$ cat config.mk
export PLATFORM = sky130hd
export DESIGN_NAME = fetch_stall_unit
export DESIGN_NICKNAME = d
export VERILOG_FILES = /design/src/rtl/fetch_stall_unit.sv
export SDC_FILE = /design/constraint.sdc
export NUM_CORES = 1
export LEC_CHECK = 0
export ABC_CLOCK_PERIOD_IN_PS = 2150
export CAP_MARGIN = 25
export CORE_ASPECT_RATIO = 2
export CORE_MARGIN = 2
export CORE_UTILIZATION = 46
export CTS_CLUSTER_SIZE = 10
export DETAILED_ROUTE_END_ITERATION = 12
export PLACE_DENSITY = 0.8
export SLEW_MARGIN = 20
export SYNTH_ARGS = -nofsm -noshare
export SYNTH_HDL_FRONTEND = slang
export SYNTH_SLANG_ARGS = --single-unit
export TNS_END_PERCENT = 20
$ cat constraint.sdc
create_clock -name FS_clk -period 2.15 [get_ports FS_clk]
set_input_delay 0.43 -clock FS_clk [delete_from_list [all_inputs] [get_ports FS_clk]]
set_output_delay 0.43 -clock FS_clk [all_outputs]
set_load 0.02 [all_outputs]
$ cat src/rtl/fetch_stall_unit.sv
// Instruction-fetch stage: owns the PC, the IF/ID register and the imem handshake.
// Honours stall (hold PC and IF/ID) and flush (redirect and squash), and buffers a word that completes under a stall.
module fetch_stall_unit #(
    parameter logic [15:0] RESET_PC = 16'h0000,
    parameter logic [15:0] NOP_INSN = 16'h0800
) (
    input  logic        FS_clk,
    input  logic        FS_rst,
    input  logic        FS_stall,
    input  logic        FS_flush,
    input  logic [15:0] FS_branchTarget,
    output logic        FS_imemReq,
    output logic [15:0] FS_imemAddr,
    input  logic [15:0] FS_imemData,
    input  logic        FS_imemReady,
    output logic [15:0] FS_PC,
    output logic [15:0] FS_instruction,
    output logic [15:0] FS_pcPlus1,
    output logic        FS_valid
);

    typedef enum logic {FETCH = 1'b0, HOLD = 1'b1} fs_state_e;

    fs_state_e   state_q, state_d;
    logic [15:0] pc_q;
    logic [15:0] insn_q;
    logic [15:0] pc_plus1_q;
    logic        valid_q;
    logic [15:0] buf_q;
    logic [15:0] pc_inc;

    assign pc_inc = pc_q + 16'd1;

    // State register
    always_ff @(posedge FS_clk) begin
        if (FS_rst)
            state_q <= FETCH;
        else
            state_q <= state_d;
    end

    // Next-state logic
    always_comb begin
        state_d = state_q;
        case (state_q)
            FETCH: if (!FS_flush && FS_stall && FS_imemReady) state_d = HOLD;
            HOLD:  if (FS_flush || !FS_stall)                 state_d = FETCH;
            default: state_d = FETCH;
        endcase
    end

    // Output decode: a request is only outstanding while fetching out of reset
    always_comb begin
        FS_imemReq = 1'b0;
        if (!FS_rst && state_q == FETCH)
            FS_imemReq = 1'b1;
    end

    // PC, IF/ID and capture buffer
    always_ff @(posedge FS_clk) begin
        if (FS_rst) begin
            pc_q       <= RESET_PC;
            insn_q     <= NOP_INSN;
            pc_plus1_q <= 16'h0000;
            valid_q    <= 1'b0;
            buf_q      <= 16'h0000;
        end else if (FS_flush) begin
            // Redirect; any completing or buffered word is dropped, pcPlus1 left as is
            pc_q    <= FS_branchTarget;
            insn_q  <= NOP_INSN;
            valid_q <= 1'b0;
            buf_q   <= 16'h0000;
        end else if (FS_stall) begin
            if (state_q == FETCH && FS_imemReady)
                buf_q <= FS_imemData;
        end else if (state_q == HOLD) begin
            insn_q     <= buf_q;
            pc_plus1_q <= pc_inc;
            valid_q    <= 1'b1;
            pc_q       <= pc_inc;
        end else if (FS_imemReady) begin
            insn_q     <= FS_imemData;
            pc_plus1_q <= pc_inc;
            valid_q    <= 1'b1;
            pc_q       <= pc_inc;
        end else begin
            // Memory wait: feed a bubble, keep the request on the same PC
            insn_q  <= NOP_INSN;
            valid_q <= 1'b0;
        end
    end

    assign FS_imemAddr    = pc_q;
    assign FS_PC          = pc_q;
    assign FS_instruction = insn_q;
    assign FS_pcPlus1     = pc_plus1_q;
    assign FS_valid       = valid_q;

endmodule

---- After elaboration in Yosys (flattened, before gate mapping) ----
Cells that the tools add are included.
word-level totals
  flip-flop bits (word level) ............. 66
  latch bits .............................. 0
  bits in writable memories ............... 0
  memory bits (read-only) ................. 0
  bits of input ports ..................... 37
  output and inout bits ................... 66
  logic and storage cells ................. 37
  memories kept ........................... 0
operators by class
  add/subtract/negate cells ............... 1
  multiply operators ...................... 0
  div/mod/pow operators ................... 0
  order comparisons ....................... 0
  equality and inequality tests ........... 1
  shift-type cells ........................ 0
  muxes and demuxes ....................... 12
  bitwise operators ....................... 3
  reduce and logical (&&, ||, !) cells .... 14
operators with widths
  cell                                            count
  2-to-1 mux 16 bit                               6
  adder 16 x 1 -> 16 bit (second input constant)  1
  2-to-1 mux 1 bit                                5
  logical AND 1 bit                               4
  AND reduction 2 bit                             2
  logical NOT 1 bit                               3
  NOT 1 bit                                       3
  AND reduction 3 bit                             1
  nonzero test 3 bit                              1
  != test 2 x 1 -> 1 bit (second input constant)  1
  one-hot mux 1 bit (2 select lines)              1
  nonzero test 2 bit                              1
  OR reduction 2 bit                              1
  logical OR 1 bit                                1

---- Depth between registers and ports, before layout ----
Gate-level depths: netlist of run 1.
  depth in word-level cells ............... 5
  gate-level depth with buffers ........... 7
  mapped depth without buffers ............ 5

---- Least setup slack after synthesis of run 1 ----
No wires, ideal clock.
  kind .................................... register to register
  start ................................... register pc_q[0] (netlist: FS_PC[0])
  end ..................................... register pc_q[14] (netlist: FS_PC[14])
  setup time .............................. 91 ps
  data arrival time ....................... 1964 ps
  required time ........................... 2059 ps
  slack ................................... 96 ps
  stages on the path, launching flop included .. 6
  path buffers ............................ 0
  period minus slack after synthesis ...... 2054 ps
  cells stage by stage .................... dfxtp_1 ha_1 nand3_1 or3_4 or4_1 a311oi_1
on the way
  cells in the longest elaborated chain, start to end .. 5
RTL lines
  item                      RTL line  text
  start, declared           25        logic [15:0] pc_q;
  start signal, assigned    69        pc_q <= FS_branchTarget;
  start signal, assigned    80        pc_q <= pc_inc;
  start signal, assigned    85        pc_q <= pc_inc;
  adder 16 x 1 -> 16 bit *  32        assign pc_inc = pc_q + 16'd1;
  2-to-1 mux 16 bit         81        end else if (FS_imemReady) begin
  2-to-1 mux 16 bit *       76        end else if (state_q == HOLD) begin
  2-to-1 mux 16 bit *       73        end else if (FS_stall) begin
  2-to-1 mux 16 bit *       67        end else if (FS_flush) begin
Every way passes the cells marked *; elsewhere a longest branch is shown, timed or not. The select of a mux whose other input is x is not followed.
A chain may end at the register's enable or synchronous reset.

---- Worst setup path in the final report of run 1 ----
  start ................................... register pc_q[4] (netlist: FS_PC[4])
  end ..................................... output port FS_imemAddr[4]
RTL lines
  item           RTL line  text
  end, declared  13        output logic [15:0] FS_imemAddr,
No word-level cell between the ends.

==> impl_metrics.env, run 1 <==
export IMPL_multi_input_comb_area_um2=1550
export IMPL_drv_max_cap_violation_count=0
export IMPL_drtIter0Drc=191
export IMPL_nNetsFinal=524
export IMPL_cts_buffer_depth=2
export IMPL_cts_hold_buffers=0
export IMPL_synth_largest_type_area_fraction_pct=41.9
export IMPL_drive_above_1_share_pct=8.35
export IMPL_die_footprint_um2=7570
export IMPL_critPathSlowestCell="sky130_fd_sc_hd__clkdlybuf4s50_1"
export IMPL_syn_cell_area_um2=3150
export IMPL_fin_crit_sh_pct=92.0
export IMPL_via_per_inst=5.30
export IMPL_criticalPathCategory="reg2out"
export IMPL_groute_usage_overall_pct=22.7
export IMPL_numClockSinks=66
export IMPL_yosysUniqueCellTypes=38
export IMPL_tritoncts="done"
export IMPL_port_buffers=102
export IMPL_clk_insertion_delay_late_ps=320
export IMPL_detail_route_first_pass_iterations=4
export IMPL_power_density_cell_area_nw_per_um2=738
export IMPL_cts_repair_resize_count=0
export IMPL_netlist_instances=400
export IMPL_place_hpwl_um=6050
export IMPL_report_final_setup_viol=0
export IMPL_worstHoldPathType="reg2reg"
export IMPL_layout_setup_ws_ps=173
export IMPL_synth_top_cells_by_area="sky130_fd_sc_hd__dfxtp_1 (42%), sky130_fd_sc_hd__a21oi_1 (8.1%), sky130_fd_sc_hd__nand2_1 (7.1%)"
export IMPL_register_area_um2=1320
export IMPL_layoutNonFillerInstCount=579
export IMPL_fmaxAchievable_mhz=506
export IMPL_chipWidth_um=62.5
export IMPL_syn_mean_instance_area_um2=7.88
export IMPL_num_fill_cells=547
export IMPL_initial_utilization_pct=47.6
export IMPL_postSynthRegisterBits=66
export IMPL_path_delay_family="buffers and inverters"
export IMPL_finalWirelength_um=8420
export IMPL_yosysSeqAreaShare_pct=41.9
export IMPL_cp_required_ps=1720
export IMPL_grt_pass1_wl_um=13500
export IMPL_relSlewSlack_pct=74.9
export IMPL_area_growth_pct=43.0
export IMPL_antenna_found_initial=0
export IMPL_worstPathBufferInverterCount=2
export IMPL_period_needed_ps=1980
export IMPL_yosys_warnings=0
export IMPL_fin_worst_skew_ps=4.04
export IMPL_max_stage_delay_ps=600
export IMPL_critical_path_endpoint_type="primary output"
export IMPL_worst_ir_drop_vdd_uv=543
export IMPL_floorplan_die_height_um=121
export IMPL_path_max_fanout=6
export IMPL_crit_cells=2
export IMPL_tritoncts_num_buffers=9
export IMPL_path_depth_of_the_worst_reg2reg_path=5
export IMPL_place_congestion=0.817
export IMPL_drcViolationCount=0
export IMPL_post_place_cells=563
export IMPL_via_count_of_the_first_global_routing_pass=2785
export IMPL_worst_pin_slew_ps=375
export IMPL_final_hold_violation_count=0
export IMPL_postCtsSetupRepairBufs=0
export IMPL_leakage_nw=1.53
export IMPL_timing_final_max_slew_violations=0
export IMPL_global_route_overflow_total=0
export IMPL_critical_path_cell_chain="buf_4, clkdlybuf4s50_1"
export IMPL_vias=3069
export IMPL_core_um2=6620
export IMPL_worstSetupStartpointType="register"
export IMPL_grt_max_degree=36
export IMPL_rsz0062_at_grt="no"
export IMPL_ant_nets=0
export IMPL_route_detailed_wl_per_inst_um=14.5
export IMPL_detailedPlace_worstSlack_ps=-166
export IMPL_synth_net_count=438
export IMPL_n_antenna_cell=0
export IMPL_clock_tree_root_cell="sky130_fd_sc_hd__clkbuf_16"
export IMPL_top_level_ports=103
export IMPL_yosysTopAreaCell="sky130_fd_sc_hd__dfxtp_1"
export IMPL_h_tree_depth=3
export IMPL_worstPathArrival_ps=1550
export IMPL_status="completed"
export IMPL_placementRows=42
export IMPL_clk_transition_reported_paths_ps=50
export IMPL_hold_depth=2
==> Yosys cell counts, drive strengths merged <==
library cell / count
xnor2: 21
or2: 1
ha: 1
nor2b: 1
or4: 1
nand3b: 15
buf: 27
and4: 1
or3: 4
o21bai: 1
mux2i: 1
clkbuf: 23
a2111oi: 1
nor3b: 2
and3: 2
dfxtp: 66
a21oi: 51
nor4: 9
a211o: 1
nand3: 5
o31ai: 1
a32oi: 1
nand2: 60
nor3: 10
a211oi: 23
o21ai: 4
mux2: 1
xor2: 2
nor2: 51
inv: 5
a311oi: 3
nand4: 5
==> state kept, by name, indices dropped and copies added (netlist names) <==
name / cells
buf_q: 16
FS_valid: 1
FS_PC: 16
FS_pcPlus1: 16
state_q: 1
FS_instruction: 16
==> stage by stage <==
step	TNS, ps	hold slack, ps	power, W	util (%)	area [µm²]
floorplan	0	437	0.00165	-	3150
global placement	-105	442	0.00188	63.5	4200
detailed placement	-219	447	0.00189	63.5	4200
CTS	0	454	0.00335	68.0	4500
global route	0	471	0.00345	68.0	4500
finish	0	453	0.00332	68.0	4500
==> tightest hold or removal path, stage by stage, from the launching register on <==
cell and delay (ps):
sky130_fd_sc_hd__dfxtp_1 300, sky130_fd_sc_hd__nand2_1 50, sky130_fd_sc_hd__a21oi_1 50
==> cell usage in the layout, fill, tap and decap left out, types with 10 or more instances in the layout <==
master / instances
sky130_fd_sc_hd__nor3_1: 10
sky130_fd_sc_hd__a21oi_1: 51
sky130_fd_sc_hd__nand2_1: 60
sky130_fd_sc_hd__xnor2_1: 21
sky130_fd_sc_hd__dfxtp_1: 66
sky130_fd_sc_hd__buf_4: 22
sky130_fd_sc_hd__clkdlybuf4s50_1: 101
sky130_fd_sc_hd__nand3b_1: 15
sky130_fd_sc_hd__a211oi_1: 23
sky130_fd_sc_hd__nor2_1: 50
==> worst paths after layout <==
check | endpoint | slack (ps) | from
max | FS_imemAddr[4] | 170 | FS_PC[4]$_SDFFE_PP0P_
min | buf_q[5]$_SDFFE_PP0P_ | 450 | buf_q[5]$_SDFFE_PP0P_
max reg2reg | FS_PC[14]$_SDFFE_PP0P_ | 290 | FS_PC[1]$_SDFFE_PP0P_
min reg2reg | buf_q[5]$_SDFFE_PP0P_ | 450 | buf_q[5]$_SDFFE_PP0P_
==> cells by family (layout without fill, tap and decap cells) <==
logic type | Yosys count | in the layout | synth area share (%)
and+or+nand+nor | 167 | 167 | 25.2
AOI/OAI and AO/OA | 86 | 86 | 16.4
DFF | 66 | 66 | 41.9
buffers and inverters | 55 | 146 | 9.06
xor gates and xnor gates | 23 | 23 | 6.39
muxes | 2 | 2 | 0.675
adders and majority gates | 1 | 1 | 0.397
==> metal layers <==
metal | global-route usage, % | wire (µm) | vias up
li1 | - | - | 1537
met1 | 23.9 | 3260 | 1442
met2 | 41.9 | 4620 | 71
met3 | 4.45 | 293 | 19
met4 | 11.8 | 243 | 0
met5 | 0 | 0 | -
==> cell type report <==
| class | instances | share of cell area, % |
|---|---|---|
| Sequential cell | 66 | 29.3 |
| Multi-Input combinational cell | 279 | 34.3 |
| Inverter | 5 | 0.417 |
| Clock inverter | 2 | 0.778 |
| Timing Repair Buffer | 125 | 26.8 |
| Clock buffer | 14 | 5.86 |
| Tap cell | 88 | 2.44 |
==> power breakdown <==
part	switching (W)	total (W)	internal, W
combinational	0.000273	0.000538	0.000265
sequential	0.0000485	0.00132	0.00128
clock	0.000500	0.00146	0.000959
total	0.000822	0.00332	0.00250
Power figures use the tool's default switching activity.
==> run 2: changes to the inputs <==
SKIP_CTS_REPAIR_TIMING = 1   (was unset)
==> results of run 2 <==
The final DEF is identical to that of run 1; final timing and power are the same.
